`src/rtl/decode_stage.sv`:
```
// Decode stage: IF/ID register, RV32I-subset decoder, 32x32 register file with
// optional write-through from W, immediate extension and the ID/EX register.
module decode_stage #(
    parameter logic [31:0] NOP_INSTR = 32'h0000_0013,
    parameter bit          WB_BYPASS = 1'b1
) (
    input  logic        CLK,
    input  logic        RST_N,
    input  logic [31:0] InstrF,
    input  logic [31:0] PCF,
    input  logic [31:0] PCPlus4F,
    input  logic        StallD,
    input  logic        FlushD,
    input  logic        FlushE,
    input  logic        RegWriteW,
    input  logic [4:0]  RdW,
    input  logic [31:0] ResultW,
    output logic [4:0]  Rs1D,
    output logic [4:0]  Rs2D,
    output logic        RegWriteE,
    output logic        MemWriteE,
    output logic        JumpE,
    output logic        BranchE,
    output logic        ALUSrcE,
    output logic [1:0]  ResultSrcE,
    output logic [2:0]  ALUControlE,
    output logic [31:0] RD1E,
    output logic [31:0] RD2E,
    output logic [31:0] ImmExtE,
    output logic [31:0] PCE,
    output logic [31:0] PCPlus4E,
    output logic [4:0]  Rs1E,
    output logic [4:0]  Rs2E,
    output logic [4:0]  RdE,
    output logic        IllegalE
);

    typedef enum logic [6:0] {
        OP_LOAD   = 7'b0000011,
        OP_STORE  = 7'b0100011,
        OP_REG    = 7'b0110011,
        OP_IMM    = 7'b0010011,
        OP_BRANCH = 7'b1100011,
        OP_JAL    = 7'b1101111
    } opcode_e;

    typedef enum logic [2:0] {
        ALU_ADD = 3'b000,
        ALU_SUB = 3'b001,
        ALU_AND = 3'b010,
        ALU_OR  = 3'b011,
        ALU_SLT = 3'b101
    } alu_e;

    typedef enum logic [1:0] {
        RES_ALU = 2'b00,
        RES_MEM = 2'b01,
        RES_PC4 = 2'b10
    } res_src_e;

    typedef enum logic [2:0] {
        IMM_NONE = 3'd0,
        IMM_I    = 3'd1,
        IMM_S    = 3'd2,
        IMM_B    = 3'd3,
        IMM_J    = 3'd4
    } imm_sel_e;

    typedef struct packed {
        logic        reg_write;
        logic        mem_write;
        logic        jump;
        logic        branch;
        logic        alu_src;
        logic [1:0]  result_src;
        logic [2:0]  alu_control;
        logic [31:0] rd1;
        logic [31:0] rd2;
        logic [31:0] imm_ext;
        logic [31:0] pc;
        logic [31:0] pc_plus4;
        logic [4:0]  rs1;
        logic [4:0]  rs2;
        logic [4:0]  rd;
        logic        illegal;
    } id_ex_t;

    // IF/ID register
    logic [31:0] instr_q, instr_d;
    logic [31:0] pc_q, pc_d;
    logic [31:0] pc_plus4_q, pc_plus4_d;

    always_comb begin
        instr_d    = instr_q;
        pc_d       = pc_q;
        pc_plus4_d = pc_plus4_q;
        if (FlushD) begin
            instr_d    = NOP_INSTR;
            pc_d       = '0;
            pc_plus4_d = '0;
        end else if (!StallD) begin
            instr_d    = InstrF;
            pc_d       = PCF;
            pc_plus4_d = PCPlus4F;
        end
    end

    always_ff @(posedge CLK or negedge RST_N) begin
        if (!RST_N) begin
            instr_q    <= NOP_INSTR;
            pc_q       <= '0;
            pc_plus4_q <= '0;
        end else begin
            instr_q    <= instr_d;
            pc_q       <= pc_d;
            pc_plus4_q <= pc_plus4_d;
        end
    end

    // Register file
    logic [31:0] regs_q [32];
    logic [31:0] regs_d [32];

    always_comb begin
        regs_d = regs_q;
        if (RegWriteW && (RdW != '0)) begin
            regs_d[RdW] = ResultW;
        end
    end

    always_ff @(posedge CLK or negedge RST_N) begin
        if (!RST_N) begin
            for (int unsigned i = 0; i < 32; i++) begin
                regs_q[i] <= '0;
            end
        end else begin
            regs_q <= regs_d;
        end
    end

    logic [4:0]  rs1, rs2, rd;
    logic [2:0]  funct3;
    logic [31:0] rd1, rd2;

    assign rs1    = instr_q[19:15];
    assign rs2    = instr_q[24:20];
    assign rd     = instr_q[11:7];
    assign funct3 = instr_q[14:12];
    assign Rs1D   = rs1;
    assign Rs2D   = rs2;

    // x0 is hardwired; the W write-through never applies to it
    always_comb begin
        if (rs1 == '0) begin
            rd1 = '0;
        end else if (WB_BYPASS && RegWriteW && (RdW == rs1)) begin
            rd1 = ResultW;
        end else begin
            rd1 = regs_q[rs1];
        end
        if (rs2 == '0) begin
            rd2 = '0;
        end else if (WB_BYPASS && RegWriteW && (RdW == rs2)) begin
            rd2 = ResultW;
        end else begin
            rd2 = regs_q[rs2];
        end
    end

    // ALU operation shared by register and immediate arithmetic forms
    alu_e f3_alu;
    logic f3_ok;

    always_comb begin
        f3_alu = ALU_ADD;
        f3_ok  = 1'b1;
        case (funct3)
            3'b000:  f3_alu = ALU_ADD;
            3'b010:  f3_alu = ALU_SLT;
            3'b110:  f3_alu = ALU_OR;
            3'b111:  f3_alu = ALU_AND;
            default: f3_ok  = 1'b0;
        endcase
    end

    id_ex_t   dec;
    imm_sel_e imm_sel;

    always_comb begin
        dec     = '0;
        imm_sel = IMM_NONE;
        case (instr_q[6:0])
            OP_LOAD: begin
                if (funct3 == 3'b010) begin
                    dec.reg_write  = 1'b1;
                    dec.result_src = RES_MEM;
                    dec.alu_src    = 1'b1;
                    imm_sel        = IMM_I;
                end else begin
                    dec.illegal = 1'b1;
                end
            end
            OP_STORE: begin
                if (funct3 == 3'b010) begin
                    dec.mem_write = 1'b1;
                    dec.alu_src   = 1'b1;
                    imm_sel       = IMM_S;
                end else begin
                    dec.illegal = 1'b1;
                end
            end
            OP_REG: begin
                if (f3_ok) begin
                    dec.reg_write   = 1'b1;
                    dec.alu_control = ((funct3 == 3'b000) && instr_q[30]) ? ALU_SUB : f3_alu;
                end else begin
                    dec.illegal = 1'b1;
                end
            end
            OP_IMM: begin
                if (f3_ok) begin
                    dec.reg_write   = 1'b1;
                    dec.alu_src     = 1'b1;
                    dec.alu_control = f3_alu;
                    imm_sel         = IMM_I;
                end else begin
                    dec.illegal = 1'b1;
                end
            end
            OP_BRANCH: begin
                if (funct3 == 3'b000) begin
                    dec.branch      = 1'b1;
                    dec.alu_control = ALU_SUB;
                    imm_sel         = IMM_B;
                end else begin
                    dec.illegal = 1'b1;
                end
            end
            OP_JAL: begin
                dec.reg_write  = 1'b1;
                dec.jump       = 1'b1;
                dec.result_src = RES_PC4;
                imm_sel        = IMM_J;
            end
            default: dec.illegal = 1'b1;
        endcase

        // R-type and illegal encodings carry a zero immediate
        case (imm_sel)
            IMM_I:   dec.imm_ext = {{20{instr_q[31]}}, instr_q[31:20]};
            IMM_S:   dec.imm_ext = {{20{instr_q[31]}}, instr_q[31:25], instr_q[11:7]};
            IMM_B:   dec.imm_ext = {{19{instr_q[31]}}, instr_q[31], instr_q[7],
                                    instr_q[30:25], instr_q[11:8], 1'b0};
            IMM_J:   dec.imm_ext = {{11{instr_q[31]}}, instr_q[31], instr_q[19:12],
                                    instr_q[20], instr_q[30:21], 1'b0};
            default: dec.imm_ext = '0;
        endcase

        dec.rd1      = rd1;
        dec.rd2      = rd2;
        dec.pc       = pc_q;
        dec.pc_plus4 = pc_plus4_q;
        dec.rs1      = rs1;
        dec.rs2      = rs2;
        dec.rd       = rd;
    end

    // ID/EX register
    id_ex_t ex_q, ex_d;

    always_comb begin
        ex_d = dec;
        if (FlushE) begin
            ex_d = '0;
        end
    end

    always_ff @(posedge CLK or negedge RST_N) begin
        if (!RST_N) begin
            ex_q <= '0;
        end else begin
            ex_q <= ex_d;
        end
    end

    assign RegWriteE   = ex_q.reg_write;
    assign MemWriteE   = ex_q.mem_write;
    assign JumpE       = ex_q.jump;
    assign BranchE     = ex_q.branch;
    assign ALUSrcE     = ex_q.alu_src;
    assign ResultSrcE  = ex_q.result_src;
    assign ALUControlE = ex_q.alu_control;
    assign RD1E        = ex_q.rd1;
    assign RD2E        = ex_q.rd2;
    assign ImmExtE     = ex_q.imm_ext;
    assign PCE         = ex_q.pc;
    assign PCPlus4E    = ex_q.pc_plus4;
    assign Rs1E        = ex_q.rs1;
    assign Rs2E        = ex_q.rs2;
    assign RdE         = ex_q.rd;
    assign IllegalE    = ex_q.illegal;

endmodule

```
`config.mk`:
```
export PLATFORM = sky130hd
export DESIGN_NAME = decode_stage
export DESIGN_NICKNAME = d
export VERILOG_FILES = /design/src/rtl/decode_stage.sv
export SDC_FILE = /design/constraint.sdc
export NUM_CORES = 2
export LEC_CHECK = 0
export CORE_MARGIN = 2
export CORE_UTILIZATION = 55
export CTS_BUF_LIST = sky130_fd_sc_hd__clkbuf_8
export DETAILED_ROUTE_END_ITERATION = 12
export GPL_ROUTABILITY_DRIVEN = 0
export MAX_ROUTING_LAYER = met4
export PLACE_DENSITY = 0.74
export SYNTH_ARGS = -nofsm -noshare
export SYNTH_HDL_FRONTEND = slang
export SYNTH_SLANG_ARGS = --single-unit
```
`constraint.sdc`:
```
create_clock -name CLK -period 4.3 [get_ports CLK]
set_clock_uncertainty 0.05 [all_clocks]
set_input_delay 0.86 -clock CLK [delete_from_list [all_inputs] [get_ports CLK]]
set_output_delay 0.86 -clock CLK [all_outputs]
set_load 0.005 [all_outputs]
```
==> impl_metrics.ini <==
[grt]
groute.layer.met1.usage = 0.4557
grt_pass1_vias = 44320
grt-ovfl-total = 0
grt.busiest_layer = met2
use_met3 = 0.09432
grt_pass1_wl_um = 299000
grtUsageMet2 = 0.5184
antenna_found_initial = 14
grtUsageTotal = 0.3501
grt_max_degree = 126

[synth]
yosysTopAreaCell = dfrtp_1
synth_edf_count = 0
syn_nets = 4694
yosysTopAreaCellShare = 0.5016
synthesis.area_um2 = 64400
seq_area_frac_synth = 0.5029
ys_warn_count = 0
avgSynthCellArea_um2 = 14.14
synth_cell_type_count = 60
synth_top_flop_cell = dfrtp_1
synth_seq_cells = 1294
synth_area_leaders = dfrtp_1 50%, mux2_2 17%, mux4_2 12%
syn_inst = 4555
async_flop_share = 1.000

[timing]
layout_min_cycle_time_ns = 3.887
hold_violations = 0
tns_ns = 0
slew_headroom = 0.07976
finalWorstSetupSlack_ns = 0.4127
worst_pin_slew_ns = 1.376
fin_crit_sh = 0.9040
rsz0062_at_grt = no
max_freq_ghz = 0.2573
final_max_slew_viol_count = 0
setup_viol = 0

[cells_and_area]
nets = 4900
layout-drive-gt1-share = 0.3824
syn_to_final_growth_pct = 14.13
fillCellCount = 8711

[routing]
wl_per_cell_um = 31.55
totalWireLength_um = 203700
avgViaCountPerCell = 6.808
drtIter0Drc = 4893
postRouteAntennaNets = 0
num_vias = 43969
drc = 0
dr.pass1.iters = 6

[die]
die-area_um2 = 119800
initial_utilization = 0.5542
fp.dieW_um = 346.2
core_area_um2 = 116200
io_pins = 335
die_y_um = 346.2
placementRows = 125

[power]
leakagePower_nw = 31.43
power_mw = 32.24
p_per_area_nw_per_um2 = 438.6
ir_drop_v = 0.0004067

[setup_path]
crit_cells = 2
cp_data_arrival_time_ns = 2.98
cp.buffers_inverters = 2
crit_path_cell_trace = buf_4 -> clkdlybuf4s50_1
crit_type = register to primary output
setup.worst_path.start_class = register
cp-end-kind = primary output
r2r_cells = 6
crit_required_ns = 3.39
worst-path-max-fanout = 26
path_delay_family = buffers and inverters
critPathSlowestCell = dfrtp_4
crit_path_max_incr_delay_ns = 0.93

[cts]
clock_latency_ns = 0.94
cts_tree = built
cts_setup_buffers = 0
ctsHtreeMaxLevel = 4
cts_buffer_depth = 3
clk_pin_slew_ns = 0.06
cts_buffers = 212
clkSinkCount = 1294
root_buffer = clkbuf_8

[placement]
dp_hpwl_um = 117300
port_buffers = 334
place_worst_setup_slack_ns = 0.7865

[worst_hold_path]
holdPathStages = 2
hold_class = input port to register

[job]
max_cap_viol_count = 0

[outcome]
status = finished, final reports clean
==> area by class of cell <==
cell class                      instances  area [um^2]  area share
Sequential cell                      1294        32410      0.4410
Multi-Input combinational cell       2753        29760      0.4048
Timing Repair Buffer                  491         5182     0.07051
Clock buffer                          265         3647     0.04962
Tap cell                             1524         1907     0.02594
Clock inverter                        107        526.8    0.007166
Antenna cell                           15        37.54   0.0005107
Inverter                                9        33.78   0.0004596
==> sequential cells by signal, summed over array words and instances, names as in the netlist, 3 cells and up <==
signal / cells
regs_q: 1024
PCE: 32
PCPlus4E: 32
RD1E: 32
RD2E: 32
instr_q: 32
pc_plus4_q: 32
pc_q: 32
ImmExtE: 21
RdE: 5
Rs1E: 5
Rs2E: 5
ALUControlE: 3
==> repair_timing <==
action	CTS	global route
hold endpoints to repair	97	0
gates resized for setup	0	0
hold buffers	1	0
==> cell families after synthesis <==
kind of cell,count (synthesis),synth area share
and+or+nand+nor,448,0.03309
buffers and inverters,508,0.03921
muxes,1766,0.3628
xor gates and xnor gates,10,0.001360
AOI/OAI and AO/OA,529,0.06069
DFF,1294,0.5029
==> final timing paths <==
| path | startpoint | end | slack [ns] |
|---|---|---|---|
| max | instr_q[15] | Rs1D[0] | 0.41 |
| min | FlushD | pc_plus4_q[6] | 0.28 |
| max reg2reg | instr_q[20] | RD2E[14] | 1.16 |
| min reg2reg | regs_q[1013] | regs_q[1013] | 0.35 |
| max in group asynchronous | RST_N | regs_q[613] | 2.46 |
| min in group asynchronous | RST_N | PCE[24] | 0.47 |
==> report_power, final <==
| group | switching [mW] | internal, mW | total, mW | leakage (nW) |
|---|---|---|---|---|
| Combinational | 2.50 | 3.39 | 5.88 | 12.2 |
| Clock | 5.10 | 5.58 | 10.7 | 2.45 |
| Sequential | 1.54 | 14.1 | 15.7 | 16.8 |
| Total | 9.13 | 23.1 | 32.2 | 31.4 |
==> layout by cell type (no fill, tap or decap), drive strengths merged, types with 79 or more instances in the layout <==
master / n
dfrtp: 1291
mux2: 996
mux2i: 415
mux4: 355
clkdlybuf4s50: 330
clkbuf: 265
nor2: 198
buf: 160
o22ai: 110
inv: 99
nor2b: 79
==> metrics by stage <==
step,utilization,hold WS (ns),cells,area (um^2)
final,0.6325,0.2802,6458,73500
after global routing,0.6325,0.2744,6457,73500
after CTS,0.6322,0.2080,6443,73470
after detailed placement,0.5962,0.3333,6070,69280
after global placement,0.5962,0.3263,6070,69280
after floorplan,-,0.3913,4555,64400
==> routing by layer <==
layer | vias to the layer above | share of wire
met5 | - | 0
met4 | 0 | 0.042
met3 | 559 | 0.10
met2 | 2440 | 0.47
met1 | 23284 | 0.39
li1 | 17686 | -
==> cell usage after synthesis, drive strengths merged, types with 25 or more instances <==
master     n
a211oi    25
a21oi     54
a221o     73
a221oi    51
a22oi     55
buf      256
clkbuf   243
dfrtp   1291
mux2     996
mux2i    415
mux4     355
nand2     78
nor2     198
nor2b     79
o21ai     56
o221ai    58
o22ai    110
(Power assumes the default switching activity.)
